`src/rtl/noise_sched.sv`:
```
// Burst sequencer for the channel noise source with a 2-entry valid/ready output FIFO.
// Define NOISE_SCHED_STATS_EN to build the per-value sample statistics counters.
module noise_sched #(
    parameter int CNT_W  = 16,
    parameter int WARMUP = 4
) (
    input  logic                    clk,
    input  logic                    rstn,
    input  logic                    start,
    input  logic                    abort,
    input  logic [CNT_W-1:0]        burst_len,
    input  logic [CNT_W-1:0]        gap_len,
    input  logic [7:0]              num_bursts,
    output logic                    noise_en,
    input  logic signed [7:0]       noise_in,
    input  logic                    noise_in_valid,
    output logic signed [7:0]       out_sample,
    output logic                    out_valid,
    input  logic                    out_ready,
    output logic                    busy,
    output logic                    done,
    output logic [CNT_W-1:0]        cnt_neg,
    output logic [CNT_W-1:0]        cnt_zero,
    output logic [CNT_W-1:0]        cnt_pos
);
    typedef enum logic [2:0] {S_IDLE, S_WARMUP, S_BURST, S_GAP, S_DRAIN, S_DONE} state_t;

    localparam logic [CNT_W-1:0] WARM_LAST = CNT_W'(WARMUP - 1);

    state_t            state_q, state_d;
    logic              en_q, en_d;
    logic              req_q, req_d;
    logic [CNT_W-1:0]  burst_len_q, burst_len_d;
    logic [CNT_W-1:0]  gap_len_q, gap_len_d;
    logic [CNT_W-1:0]  acc_q, acc_d;
    logic [CNT_W-1:0]  tmr_q, tmr_d;
    logic [7:0]        bursts_left_q, bursts_left_d;
    logic [1:0]        cnt_q, cnt_d;
    logic              wr_ptr_q, wr_ptr_d;
    logic              rd_ptr_q, rd_ptr_d;
    logic signed [7:0] mem_q [2];
    logic signed [7:0] mem_d [2];
    logic              pop;
    logic              push;
    logic [2:0]        credit;

    assign out_valid  = (cnt_q != 2'd0);
    assign out_sample = out_valid ? mem_q[rd_ptr_q] : '0;
    assign busy       = (state_q != S_IDLE);
    assign done       = (state_q == S_DONE);
    assign pop        = out_valid && out_ready;
    // req_q marks a request issued from BURST, so the warmup tail capture is discarded.
    assign push       = en_q && noise_in_valid && req_q && !abort;
    // Credit counts the same-cycle pop so a full-rate burst is not throttled.
    assign credit     = {1'b0, cnt_q} - {2'b00, pop} + {2'b00, req_q};

    always_comb begin
        // NOTE: every signal gets its hold value first so no path can infer a latch.
        state_d       = state_q;
        burst_len_d   = burst_len_q;
        gap_len_d     = gap_len_q;
        acc_d         = acc_q;
        tmr_d         = tmr_q;
        bursts_left_d = bursts_left_q;
        noise_en      = 1'b0;

        case (state_q)
            S_IDLE: begin
                if (start) begin
                    burst_len_d   = burst_len;
                    gap_len_d     = gap_len;
                    bursts_left_d = num_bursts;
                    tmr_d         = '0;
                    state_d       = (num_bursts == 8'd0) ? S_DONE : S_WARMUP;
                end
            end
            S_WARMUP: begin
                noise_en = 1'b1;
                tmr_d    = tmr_q + 1'b1;
                if (tmr_q == WARM_LAST) begin
                    state_d = S_BURST;
                    acc_d   = '0;
                end
            end
            S_BURST: begin
                noise_en = (({1'b0, acc_q} + {{CNT_W{1'b0}}, req_q}) < {1'b0, burst_len_q})
                           && (credit < 3'd2);
                if (push) acc_d = acc_q + 1'b1;
                if ((acc_q == burst_len_q) && !req_q) begin
                    bursts_left_d = bursts_left_q - 8'd1;
                    acc_d         = '0;
                    tmr_d         = '0;
                    if (bursts_left_q == 8'd1)   state_d = S_DRAIN;
                    else if (gap_len_q != '0)    state_d = S_GAP;
                end
            end
            S_GAP: begin
                tmr_d = tmr_q + 1'b1;
                if (tmr_q == gap_len_q - 1'b1) begin
                    state_d = S_BURST;
                    acc_d   = '0;
                end
            end
            S_DRAIN: if (cnt_q == 2'd0) state_d = S_DONE;
            S_DONE:  state_d = S_IDLE;
            default: state_d = S_IDLE;
        endcase

        cnt_d    = cnt_q + {1'b0, push} - {1'b0, pop};
        wr_ptr_d = wr_ptr_q ^ push;
        rd_ptr_d = rd_ptr_q ^ pop;
        mem_d    = mem_q;
        if (push) mem_d[wr_ptr_q] = noise_in;
        en_d  = noise_en;
        req_d = noise_en && (state_q == S_BURST);

        if (abort) begin
            state_d  = S_IDLE;
            cnt_d    = '0;
            wr_ptr_d = 1'b0;
            rd_ptr_d = 1'b0;
            en_d     = 1'b0;
            req_d    = 1'b0;
        end
    end

    always_ff @(posedge clk or negedge rstn) begin
        if (!rstn) begin
            state_q       <= S_IDLE;
            en_q          <= 1'b0;
            req_q         <= 1'b0;
            burst_len_q   <= '0;
            gap_len_q     <= '0;
            acc_q         <= '0;
            tmr_q         <= '0;
            bursts_left_q <= '0;
            cnt_q         <= '0;
            wr_ptr_q      <= 1'b0;
            rd_ptr_q      <= 1'b0;
        end else begin
            state_q       <= state_d;
            en_q          <= en_d;
            req_q         <= req_d;
            burst_len_q   <= burst_len_d;
            gap_len_q     <= gap_len_d;
            acc_q         <= acc_d;
            tmr_q         <= tmr_d;
            bursts_left_q <= bursts_left_d;
            cnt_q         <= cnt_d;
            wr_ptr_q      <= wr_ptr_d;
            rd_ptr_q      <= rd_ptr_d;
        end
    end

    // NOTE: FIFO storage needs no reset; out_sample is gated by out_valid instead.
    always_ff @(posedge clk) mem_q <= mem_d;

`ifdef NOISE_SCHED_STATS_EN
    logic [CNT_W-1:0] cnt_neg_q, cnt_neg_d;
    logic [CNT_W-1:0] cnt_zero_q, cnt_zero_d;
    logic [CNT_W-1:0] cnt_pos_q, cnt_pos_d;

    always_comb begin
        cnt_neg_d  = cnt_neg_q;
        cnt_zero_d = cnt_zero_q;
        cnt_pos_d  = cnt_pos_q;
        if ((state_q == S_IDLE) && start && !abort) begin
            cnt_neg_d  = '0;
            cnt_zero_d = '0;
            cnt_pos_d  = '0;
        end else if (push) begin
            case (noise_in)
                8'hFF:   if (cnt_neg_q  != '1) cnt_neg_d  = cnt_neg_q  + 1'b1;
                8'h00:   if (cnt_zero_q != '1) cnt_zero_d = cnt_zero_q + 1'b1;
                8'h01:   if (cnt_pos_q  != '1) cnt_pos_d  = cnt_pos_q  + 1'b1;
                default: ;
            endcase
        end
    end

    always_ff @(posedge clk or negedge rstn) begin
        if (!rstn) begin
            cnt_neg_q  <= '0;
            cnt_zero_q <= '0;
            cnt_pos_q  <= '0;
        end else begin
            cnt_neg_q  <= cnt_neg_d;
            cnt_zero_q <= cnt_zero_d;
            cnt_pos_q  <= cnt_pos_d;
        end
    end

    assign cnt_neg  = cnt_neg_q;
    assign cnt_zero = cnt_zero_q;
    assign cnt_pos  = cnt_pos_q;
`else
    assign cnt_neg  = '0;
    assign cnt_zero = '0;
    assign cnt_pos  = '0;
`endif

endmodule

```
`config.mk`:
```
export PLATFORM = sky130hd
export DESIGN_NAME = noise_sched
export DESIGN_NICKNAME = d
export VERILOG_FILES = /design/src/rtl/noise_sched.sv
export SDC_FILE = /design/constraint.sdc
export NUM_CORES = 1
export LEC_CHECK = 0
export BUFFER_PORTS_ARGS = -buffer_cell sky130_fd_sc_hd__buf_4
export CAP_MARGIN = 10
export CORE_MARGIN = 5
export CORE_UTILIZATION = 45
export CTS_BUF_LIST = sky130_fd_sc_hd__clkbuf_4
export DETAILED_ROUTE_END_ITERATION = 8
export GPL_ROUTABILITY_DRIVEN = 1
export HOLD_SLACK_MARGIN = 0.12
export PLACE_DENSITY = 0.65
export SYNTH_ARGS = -nofsm -noshare
export SYNTH_HDL_FRONTEND = slang
export SYNTH_SLANG_ARGS = --single-unit
```
`constraint.sdc`:
```
create_clock -name clk -period 7.53 [get_ports clk]
set_input_delay 1.506 -clock clk [delete_from_list [all_inputs] [get_ports clk]]
set_output_delay 1.506 -clock clk [all_outputs]
set_load 0.02 [all_outputs]
```
* After elaboration in Yosys (flattened, before gate mapping)
Index checks and enable logic that the tools add are counted.
Word-level totals: flip-flop bits (word level) 97, input port bits 54, word-level logic and storage cells 110
Operators by class: add/sub/neg operators 9, order comparisons 5, equality and inequality tests 20, muxes and demuxes 34, bitwise operators 4, reduce and logical (&&, ||, !) cells 25
Operator list (count):
- two-way mux 16 bit | 6
- case mux 16 bit (3 select lines) | 2
- two-way mux 8 bit | 7
- adder 16 x 1 -> 16 bit (second input constant) | 2
- == test 16 bit | 2
- two-way mux 3 bit | 9
- != test 3 bit (second input constant) | 6
- adder 16 x 1 -> 17 bit | 1
- < comparator 17 x 16 -> 1 bit | 1
- bitwise mux 16 bit | 1
- == test 16 x 2 -> 1 bit (second input constant) | 1
- case mux 8 bit (2 select lines) | 1
- nonzero test 16 bit | 1
- subtractor 16 x 1 -> 16 bit (second input constant) | 1
- case mux 3 bit (5 select lines) | 1
- nonzero test 3 bit | 3
- demux 8 bit (select 1 bit) | 1
- == test 8 x 1 -> 1 bit (second input constant) | 1
- logical AND 1 bit | 8
- zero test 8 bit | 1
- != test 2 bit (second input constant) | 4
- subtractor 8 x 1 -> 8 bit (second input constant) | 1
- == test 3 x 2 -> 1 bit (second input constant) | 2
- == test 3 bit (second input constant) | 2
- 23 further kinds | 32

* Longest topological paths before layout
depth after elaboration 9, depth in mapped cells 12

* Least setup slack after synthesis
OpenSTA, ideal clock, no wires.
path type input to output, start in out_ready, end out noise_en, data arrival time 3403 ps, path slack 2621 ps, stages 9, buffers on the path 0, cells stage by stage nor2b_1 -> ha_1 -> nand2b_1 -> fa_1 -> xor2_1 -> nor4b_1 -> nand2_1 -> a211o_1 -> nand2_1
On the way: longest elaborated chain between the ends 6
Ends and longest elaborated chain:
- start: declaration | RTL line 19 | input logic out_ready,
- logical AND 1 bit | RTL line 51 | assign pop = out_valid && out_ready;
- subtractor 2 x 1 -> 3 bit | RTL line 55 | assign credit = {1'b0, cnt_q} - {2'b00, pop} + {2'b00, req_q};
- adder 3 x 1 -> 3 bit | RTL line 55
- < comparator 3 x 2 -> 1 bit | RTL line 87 | && (credit < 3'd2);
- logical AND 1 bit | RTL line 87
- case mux 1 bit (2 select lines) | RTL line 67 | case (state_q)
- end: declaration | RTL line 14 | output logic noise_en,
Every way passes these cells.

* Worst setup path in the final report
Ends and elaborated chain as after synthesis.

==> flow_summary_export.csv <==
group,metric,value,unit
outcome,status,"complete, no violations",
timing,setup_viol,0,
timing,worst_pin_slew,911,ps
pwr,switchingPower,1.08,mW
placed_design,placed_area,0.00681,mm^2
setup_path,cp_max_fo,3,
yosys,ys.flop_type,"dfrtp_1",
clocking,cts-root-buf,"clkbuf_4",
pwr,switching_share,44.5,%
grt,grt_max_degree,57,
clocking,path_clk_slew,140,ps
clocking,cts_tree,"done",
pwr,combinationalPowerShare,47.4,%
cells_and_area,post-route-cell-area,0.00697,mm^2
clocking,cts_resized,0,
cells_and_area,num-nets-final,817,
timing,maxSlewHeadroom,39.2,%
yosys,ys.warnings.count,0,
placed_design,gp_congestion,0.878,
grt,grt_pass1_vias,4831,
yosys,synthCells,699,
clocking,cts.sink_count,97,
routing,post_drt_wl_per_cell,16.2,um
cells_and_area,seq_area,0.00251,mm^2
yosys,synth_top_area_share,31.5,%
placed_design,numPortBuffers,65,
setup_path,worst_r2r_path_depth,8,
clocking,cts_hold_buf,0,
yosys,ys_top_cells_by_area,"dfrtp_1 31%, edfxtp_1 7.5%, buf_4 5.6%",
yosys,yosysSeqAreaShare,38.9,%
routing,viasPerCell,5.50,
pwr,clockPowerShare,12.8,%
job,drv_cap,0,
yosys,synth_area,0.00644,mm^2
cells_and_area,n_antenna_cell,0,
routing,detail_route.iter0.violations,316,
cells_and_area,multiInputGateArea,0.00346,mm^2
routing,dr.pass1.iters,5,
cells_and_area,area_delta_synth_final,8.18,%
timing,finalHoldViolCount,0,
hold_path,min_path_cells,1,
yosys,synth-seq-cells,97,
timing,fin_crit,5340,ps
hold_path,hold_path_class,"reg -> reg",
routing,antenna_left,0,
timing,rsz0062_at_grt,"no",
clocking,post_cts_buffers,0,
die,core,0.0139,mm^2
clocking,h-tree-depth,3,
setup_path,start_kind,"input port",
yosys,synth_enable_flop_cells,16,
timing,finalCritPeriodShare,70.9,%
pwr,seqPwrFrac,39.8,%
yosys,async_flop_share,83.5,%
grt,grt_overflow_total,0,
setup_path,worstPathRequired,6020,ps
yosys,synth.distinct_cells,64,
grt,grt_pass1_wl,23900,um
cells_and_area,fin_cells,920,
routing,dr_total_vias,5060,
routing,drc,0,
timing,timing.clock.skew,16.7,ps
die,die_w,130,um
routing,wirelength,14900,um
die,initial_utilization,46.2,%
pwr,p_leak,3.03,nW
timing,holdWs,551,ps
yosys,yosys-top-cells-count,"81 x dfrtp_1, 57 x nand2_1, 48 x buf_4, 44 x o21ai_0, 41 x nor2_1",
die,rows,43,
pwr,intPower,1.35,mW
placed_design,dp_worst_setup_slack,2190,ps
pwr,peakVddDrop,0.168,mV
setup_path,r2r_setup_slack,3400,ps
setup_path,crit_type,"in -> out",
setup_path,worstPathArrival,3830,ps
placed_design,place_inst,904,
cells_and_area,fillers,1286,
clocking,clockBufferDepth,2,
pwr,power_density,349,mW/mm^2
clocking,numCtsBuffers,9,
die,fp.dieH,130,um
timing,final_max_slew_viol_count,0,
timing,tns,0,ps
grt,grt_usage,17.9,%
placed_design,dpl.hpwl,11000,um
die,ios,114,
yosys,synth_largest_area_cell,"dfrtp_1",
grt,antenna_found_initial,0,
timing,fin_ws,2190,ps
timing,max_freq,187,MHz
clocking,clk-insertion-delay-late,470,ps
setup_path,end_kind,"primary output",
die,die_area,0.0168,mm^2
yosys,synth.avg_cell_area,9.22,um^2
cells_and_area,drive_above_1_share,15.0,%
yosys,yosysMostFrequentCell,"dfrtp_1",
[power by group through the flow]
stage / logic [mW] / registers, mW / clock network [mW]
CTS: 1.15 / 0.965 / 0.325
global route: 1.29 / 0.998 / 0.343
floorplan: 0.984 / 0.834 / 0
global placement: 1.12 / 0.964 / 0
detailed placement: 1.14 / 0.974 / 0
finish: 1.15 / 0.968 / 0.312
[layout by cell type (no fill, tap or decap), types with 16 or more instances in the layout]
cell,instances
a21oi_1,20
buf_4,66
conb_1,48
dfrtp_1,81
edfxtp_1,16
ha_1,27
inv_1,33
nand2_1,57
nand3_1,24
nor2_1,41
nor3_1,21
o21ai_0,44
xnor2_1,34
xor2_1,19
[worst paths after layout]
kind                                              start                            to
hold / removal             bursts_left_q[6]$_DFFE_PN0P_  bursts_left_q[6]$_DFFE_PN0P_
min in group asynchronous                          rstn    burst_len_q[8]$_DFFE_PN0P_
setup reg to reg               gap_len_q[3]$_DFFE_PN0P_          acc_q[8]$_DFFE_PN0P_
max in group asynchronous                          rstn      gap_len_q[6]$_DFFE_PN0P_
setup / recovery                              out_ready                      noise_en
hold reg to reg            bursts_left_q[6]$_DFFE_PN0P_  bursts_left_q[6]$_DFFE_PN0P_
[critical path, stage by stage]
cell and delay (ps):
buf_4 70, nor2b_1 340, ha_1 300, nand2b_1 150, fa_1 370, xor2_1 150, nor4b_1 290, nand2_1 150
a211o_1 260, nand2_1 90, buf_4 150
[state kept, by name, indices dropped and copies added (netlist names)]
name,flops
acc_q,16
burst_len_q,16
bursts_left_q,8
cnt_q,2
en_q,1
gap_len_q,16
mem_q,16
rd_ptr_q,1
req_q,1
state_q,3
tmr_q,16
wr_ptr_q,1
[final cells by class]
| type | count | area share [%] |
|---|---|---|
| flip-flops and latches | 97 | 36.0 |
| multi-input cells | 528 | 49.7 |
| clock inverters | 5 | 1.04 |
| repair buffers | 66 | 7.11 |
| well taps | 180 | 3.23 |
| clock buffers | 11 | 1.18 |
| inverters | 33 | 1.78 |
[stage by stage]
stage               power (mW)  util [%]
detailed placement        2.12      48.9
floorplan                 1.82         -
global route              2.63      50.0
global placement          2.08      48.9
finish                    2.43      50.0
CTS                       2.44      50.0
[routing by layer]
| layer | global-route usage [%] | up-vias | wire length, um |
|---|---|---|---|
| li1 | - | 2455 | - |
| met1 | 25.8 | 2386 | 7100 |
| met2 | 26.9 | 196 | 6460 |
| met3 | 2.97 | 23 | 1060 |
| met4 | 6.85 | 0 | 277 |
| met5 | 0 | - | 0 |
[logic make-up (layout without fill, tap and decap cells)]
group | after synthesis | in the layout | share of synthesized area (%)
other cells | 1 | 48 | 0.0582
mux | 27 | 27 | 4.47
compound gates | 149 | 149 | 16.1
simple gates | 222 | 222 | 17.5
flops | 97 | 97 | 38.9
buf+inv | 121 | 115 | 10.1
xor+xnor | 53 | 53 | 7.21
fa+ha+maj | 29 | 29 | 5.71
Note: power is estimated with default switching activity, not from simulation.
